$ cat src/rtl/uc_arbiter.sv
// rtl/uc_arbiter.sv - round-robin unit-clause arbiter with epoch history and conflict detection
`ifndef NUM_ENGINE
`define NUM_ENGINE 4
`endif
`ifndef VARIABLE_LENGTH
`define VARIABLE_LENGTH 8
`endif

module uc_arbiter #(
    parameter int NUM_ENGINE = `NUM_ENGINE,
    parameter int HIST_DEPTH = 8,
    parameter int LIT_W      = `VARIABLE_LENGTH,
    localparam int CNT_W     = $clog2(HIST_DEPTH) + 1,
    localparam int RR_W      = $clog2(NUM_ENGINE)
) (
    input  logic                    clock,
    input  logic                    reset,
    input  logic signed [LIT_W-1:0] uc_in [NUM_ENGINE],
    input  logic [NUM_ENGINE-1:0]   uc_valid_in,
    output logic [NUM_ENGINE-1:0]   uc_ready_out,
    input  logic                    flush_in,
    input  logic                    chosen_ready_in,
    output logic signed [LIT_W-1:0] chosen_uc_out,
    output logic                    chosen_uc_valid_out,
    output logic                    conflict_out,
    output logic                    hist_full_out,
    output logic [CNT_W-1:0]        dispatched_cnt_out
);

    typedef enum logic {S_RUN, S_CONFLICT} state_t;

    state_t                  state_q, state_d;
    logic [RR_W-1:0]         rr_q, rr_d;
    logic signed [LIT_W-1:0] cand_q, cand_d, out_q, out_d;
    logic                    cand_v_q, cand_v_d, out_v_q, out_v_d;
    logic signed [LIT_W-1:0] hist_q [HIST_DEPTH];
    logic signed [LIT_W-1:0] hist_d [HIST_DEPTH];
    logic [CNT_W-1:0]        cnt_q, cnt_d;

    logic            match_eq, match_neg, cand_null, out_free, hist_room;
    logic            conflict_evt, move, slot_free, grant_v;
    logic [RR_W-1:0] grant_idx;

    assign hist_full_out       = (cnt_q == CNT_W'(HIST_DEPTH));
    assign dispatched_cnt_out  = cnt_q;
    assign chosen_uc_out       = out_q;
    assign chosen_uc_valid_out = out_v_q;

    // Candidate is compared against every dispatched literal of this epoch.
    always_comb begin
        match_eq  = 1'b0;
        match_neg = 1'b0;
        for (int i = 0; i < HIST_DEPTH; i++) begin
            if (CNT_W'(i) < cnt_q) begin
                if (hist_q[i] == cand_q)  match_eq  = 1'b1;
                if (hist_q[i] == -cand_q) match_neg = 1'b1;
            end
        end
        if (out_v_q) begin
            if (out_q == cand_q)  match_eq  = 1'b1;
            if (out_q == -cand_q) match_neg = 1'b1;
        end
    end

    assign cand_null    = (cand_q == '0);
    assign out_free     = !out_v_q || chosen_ready_in;
    assign hist_room    = (cnt_q < CNT_W'(HIST_DEPTH));
    assign conflict_evt = cand_v_q && !cand_null && match_neg;
    assign move         = cand_v_q && !cand_null && !match_eq && !match_neg && out_free && hist_room;
    assign slot_free    = !cand_v_q || cand_null || match_eq || match_neg || move;

    always_comb begin : grant_comb
        int              j;
        logic [RR_W-1:0] idx;
        j            = 0;
        idx          = '0;
        grant_v      = 1'b0;
        grant_idx    = '0;
        uc_ready_out = '0;
        if (reset && state_q == S_RUN && !flush_in && !hist_full_out && slot_free) begin
            for (int i = 0; i < NUM_ENGINE; i++) begin
                j = int'(rr_q) + i;
                if (j >= NUM_ENGINE) j = j - NUM_ENGINE;
                idx = RR_W'(j);
                if (!grant_v && uc_valid_in[idx]) begin
                    grant_v   = 1'b1;
                    grant_idx = idx;
                end
            end
            if (grant_v) uc_ready_out[grant_idx] = 1'b1;
        end
    end

    always_comb begin
        rr_d     = rr_q;
        cand_d   = cand_q;
        cand_v_d = cand_v_q;
        out_d    = out_q;
        out_v_d  = out_v_q;
        hist_d   = hist_q;
        cnt_d    = cnt_q;
        if (grant_v) begin
            if (int'(grant_idx) == NUM_ENGINE - 1) rr_d = '0;
            else                                   rr_d = grant_idx + 1'b1;
        end
        if (flush_in) begin
            cand_v_d = 1'b0;
            out_v_d  = 1'b0;
            cnt_d    = '0;
        end else begin
            if (grant_v) begin
                cand_d   = uc_in[grant_idx];
                cand_v_d = 1'b1;
            end else if (slot_free) begin
                cand_v_d = 1'b0;
            end
            if (move) begin
                out_d   = cand_q;
                out_v_d = 1'b1;
                for (int i = 0; i < HIST_DEPTH; i++) begin
                    if (CNT_W'(i) == cnt_q) hist_d[i] = cand_q;
                end
                cnt_d = cnt_q + 1'b1;
            end else if (chosen_ready_in) begin
                out_v_d = 1'b0;
            end
        end
    end

    always_comb begin
        state_d = state_q;
        case (state_q)
            S_RUN:      if (!flush_in && conflict_evt) state_d = S_CONFLICT;
            S_CONFLICT: if (flush_in) state_d = S_RUN;
            default:    state_d = S_RUN;
        endcase
    end

    always_comb begin
        conflict_out = (state_q == S_CONFLICT);
    end

    always_ff @(posedge clock or negedge reset) begin
        if (!reset) state_q <= S_RUN;
        else        state_q <= state_d;
    end

    always_ff @(posedge clock or negedge reset) begin
        if (!reset) begin
            rr_q     <= '0;
            cand_q   <= '0;
            cand_v_q <= 1'b0;
            out_q    <= '0;
            out_v_q  <= 1'b0;
            cnt_q    <= '0;
            for (int i = 0; i < HIST_DEPTH; i++) hist_q[i] <= '0;
        end else begin
            rr_q     <= rr_d;
            cand_q   <= cand_d;
            cand_v_q <= cand_v_d;
            out_q    <= out_d;
            out_v_q  <= out_v_d;
            cnt_q    <= cnt_d;
            hist_q   <= hist_d;
        end
    end

endmodule

$ cat config.mk
export PLATFORM = sky130hd
export DESIGN_NAME = uc_arbiter
export DESIGN_NICKNAME = d
export VERILOG_FILES = /design/src/rtl/uc_arbiter.sv
export SDC_FILE = /design/constraint.sdc
export NUM_CORES = 1
export LEC_CHECK = 0
export CAP_MARGIN = 20
export CORE_MARGIN = 2
export CORE_UTILIZATION = 40
export CTS_CLUSTER_SIZE = 40
export DETAILED_ROUTE_END_ITERATION = 6
export PLACE_DENSITY = 0.6
export RECOVER_POWER = 50
export SLEW_MARGIN = 15
export SYNTH_ARGS = -nofsm -noshare
export SYNTH_HDL_FRONTEND = slang
export SYNTH_SLANG_ARGS = --single-unit
$ cat constraint.sdc
create_clock -name clock -period 11.2 [get_ports clock]
set_input_delay 2.24 -clock clock [delete_from_list [all_inputs] [get_ports clock]]
set_output_delay 2.24 -clock clock [all_outputs]
set_load 0.02 [all_outputs]
==> results_dict.tcl <==
set metrics [dict create \
    wire_per_inst_um 19.65 \
    clock_skew_ns 0.009441 \
    arrival_ns 5.80 \
    async_reset_ff_share_pct 100.0 \
    netlist_instances 580 \
    cts_inserted_buffers 9 \
    fin_area_um2 7213 \
    num_rows 45 \
    power.density_nw_per_um2 228.4 \
    nFillCells 1350 \
    drcViolationCount 0 \
    cap_violations 2 \
    grt_max_degree 48 \
    status "finished, violations left" \
    max_slew_margin_pct -69.87 \
    drtPass1Iterations 5 \
    dpl_cell_area_um2 6898 \
    wirelength_mm 16.04 \
    dieArea_um2 16420 \
    cts_tree "done" \
    critPathKind "input port to output pin" \
    first_global_vias 4645 \
    ys_seq_area_share_pct 36.12 \
    irDropWorstVdd_mv 0.1003 \
    htreeDepth 3 \
    place_hpwl_mm 11.03 \
    die_h_um 128.2 \
    hp-class "flop to flop" \
    antennaDiodeCount 0 \
    layout.nets 668 \
    synth.net_count 624 \
    setup_viol 0 \
    yosys_warnings 0 \
    io_buffers 58 \
    syn_avg_cell_area_um2 10.63 \
    cts-resized-gates 0 \
    slew_violations 93 \
    ys_dominant_reg_cell "dfrtp_1" \
    synth-edff-count 0 \
    finalWorstSetupSlack_ns 3.164 \
    coreArea_um2 15150 \
    dr_total_vias 4620 \
    drive_above_1_share_pct 19.59 \
    post-cts-setup-buffers 0 \
    cp_data_required_time_ns 8.96 \
    path_clk_slew_ns 0.06 \
    root_buffer "clkbuf_16" \
    max_freq_mhz 124.4 \
    yosys-top-cells-area "dfrtp_1 36%, mux2_2 14%, xor2_1 11%, xnor2_1 6.8%, mux2i_1 4.1%" \
    register_area_um2 2227 \
    holdBufCountCts 0 \
    cts.sinks 89 \
    die_w_um 128.2 \
    synth_top_area_cell "dfrtp_1" \
    tightestPinTransition_ns 2.548 \
    static-leakage-power_nw 3.163 \
    holdWs_ns 0.5067 \
    crit_fanout 44 \
    rsz0062_at_grt "false" \
    antenna_left 0 \
    min_period_ns 8.036 \
    ys_ff_latch 89 \
    grt_pass1_wl_mm 25.23 \
    synth_top_area_share_pct 36.12 \
    routed_via_density 5.662 \
    final.setup.tns_ns 0 \
    antenna_found_initial 0 \
    gp_congestion 0.9253 \
    clk_latency_ns 0.35 \
    synthToLayoutAreaGrowth_pct 16.98 \
    end_kind "output pin" \
    drt_iter0_markers 330 \
    clockBufferDepth 2 \
    critical_path.startpoint_type "input port" \
    overflow 0 \
    globalRouteTotalUtil_pct 20.19 \
    ys_types 60 \
    synth_area_um2 6166 \
    finalPower_mw 1.648 \
    fin_crit_sh_pct 71.75 \
    multi_input_area_um2 3707 \
    boundaryPins 59 \
    violations "capacitance limit, slew limit" \
    dp_worst_setup_slack_ns 3.644 \
    initial_core_util_pct 40.71 \
    hold_viol 0 \
]
sequential cells by signal (all words and copies together), names as in the netlist:
register and count:
hist_q 64, cand_q 8, chosen_uc_out 8, dispatched_cnt_out 4, rr_q 2, cand_v_q 1, chosen_uc_valid_out 1, conflict_out 1
area by class of cell:
| type | instances | area share (%) |
|---|---|---|
| Clock inverter | 3 | 0.9020 |
| Clock buffer | 12 | 3.417 |
| Sequential cell | 89 | 30.88 |
| Tap cell | 188 | 3.261 |
| Timing Repair Buffer | 72 | 9.419 |
| Inverter | 14 | 0.7285 |
| Multi-Input combinational cell | 438 | 51.40 |
Yosys cell counts, drive strengths merged (2+ instances only):
cell	number
dfrtp	89
mux2	81
xor2	76
xnor2	49
nor3	28
mux2i	25
buf	22
nor2	20
a21oi	18
clkbuf	17
nand2	16
nor4	16
inv	14
nand3	13
nand4	13
o21ai	11
nor2b	8
or4	5
xnor3	5
and3	4
ha	4
nor3b	3
nor4b	3
o22ai	3
or2	3
or3	3
a2111oi	2
a31oi	2
o2111ai	2
o41ai	2
or3b	2
power breakdown:
part	leakage (nW)	total (mW)	internal [mW]	switching, mW
Sequential	1.18	0.451	0.385	0.0665
Combinational	1.83	0.868	0.374	0.494
Clock	0.153	0.328	0.200	0.128
Total	3.16	1.65	0.959	0.689
worst max-delay path: stages:
cell and delay, ns:
clkbuf_1 1.63, nor4b_1 0.47, nor2b_1 0.22, o21ai_2 0.22
nor4_1 0.34, clkdlybuf4s50_1 0.65
path summary, 6_finish.rpt:
kind	from	end	cells after the start	slack (ns)
worst max-delay path	reset	uc_ready_out[3]	6	3.16
worst min-delay path	cand_q[2]	cand_q[2]	1	0.51
worst max register to register	cand_q[0]	cand_q[6]	11	6.17
worst min register to register	cand_q[2]	cand_q[2]	1	0.51
max in group asynchronous	reset	hist_q[51]	2	5.27
min in group asynchronous	reset	hist_q[2]	1	2.58
kinds of logic after synthesis:
kind of cell,Yosys count,synth area share (%)
AOI/OAI and AO/OA,54,5.804
and+or+nand+nor,143,14.51
xor gates and xnor gates,130,19.89
adders and majority gates,5,0.9741
muxes,106,18.85
buffers and inverters,53,3.856
DFF,89,36.12
layer usage:
| layer | vias up | routed length (um) | GRT usage, % | part of all wire (%) |
|---|---|---|---|---|
| met5 | - | 0 | 0 | 0 |
| met4 | 0 | 475 | 8.080 | 3.0 |
| met3 | 29 | 1061 | 5.885 | 6.6 |
| met2 | 170 | 7250 | 31.58 | 45 |
| met1 | 2282 | 7248 | 26.36 | 45 |
| li1 | 2139 | - | - | - |
stage by stage:
step	std cells	utilization [%]
floorplan	580	-
global placement	800	45.54
detailed placement	800	45.54
CTS	815	47.60
global route	816	47.62
finish	816	47.62
placed cells by master (no fill, tap or decap), drive strengths merged, types with 16 or more instances in the layout:
cell / Yosys / routed
a21oi: 18 / 18
nand2: 16 / 16
nor2: 20 / 20
mux2i: 25 / 25
xor2: 76 / 76
mux2: 81 / 81
dfrtp: 89 / 89
xnor2: 49 / 49
nor3: 28 / 28
nor4: 16 / 16
clkdlybuf4s50: 0 / 48
No activity file was read; power rests on OpenSTA's default activity.
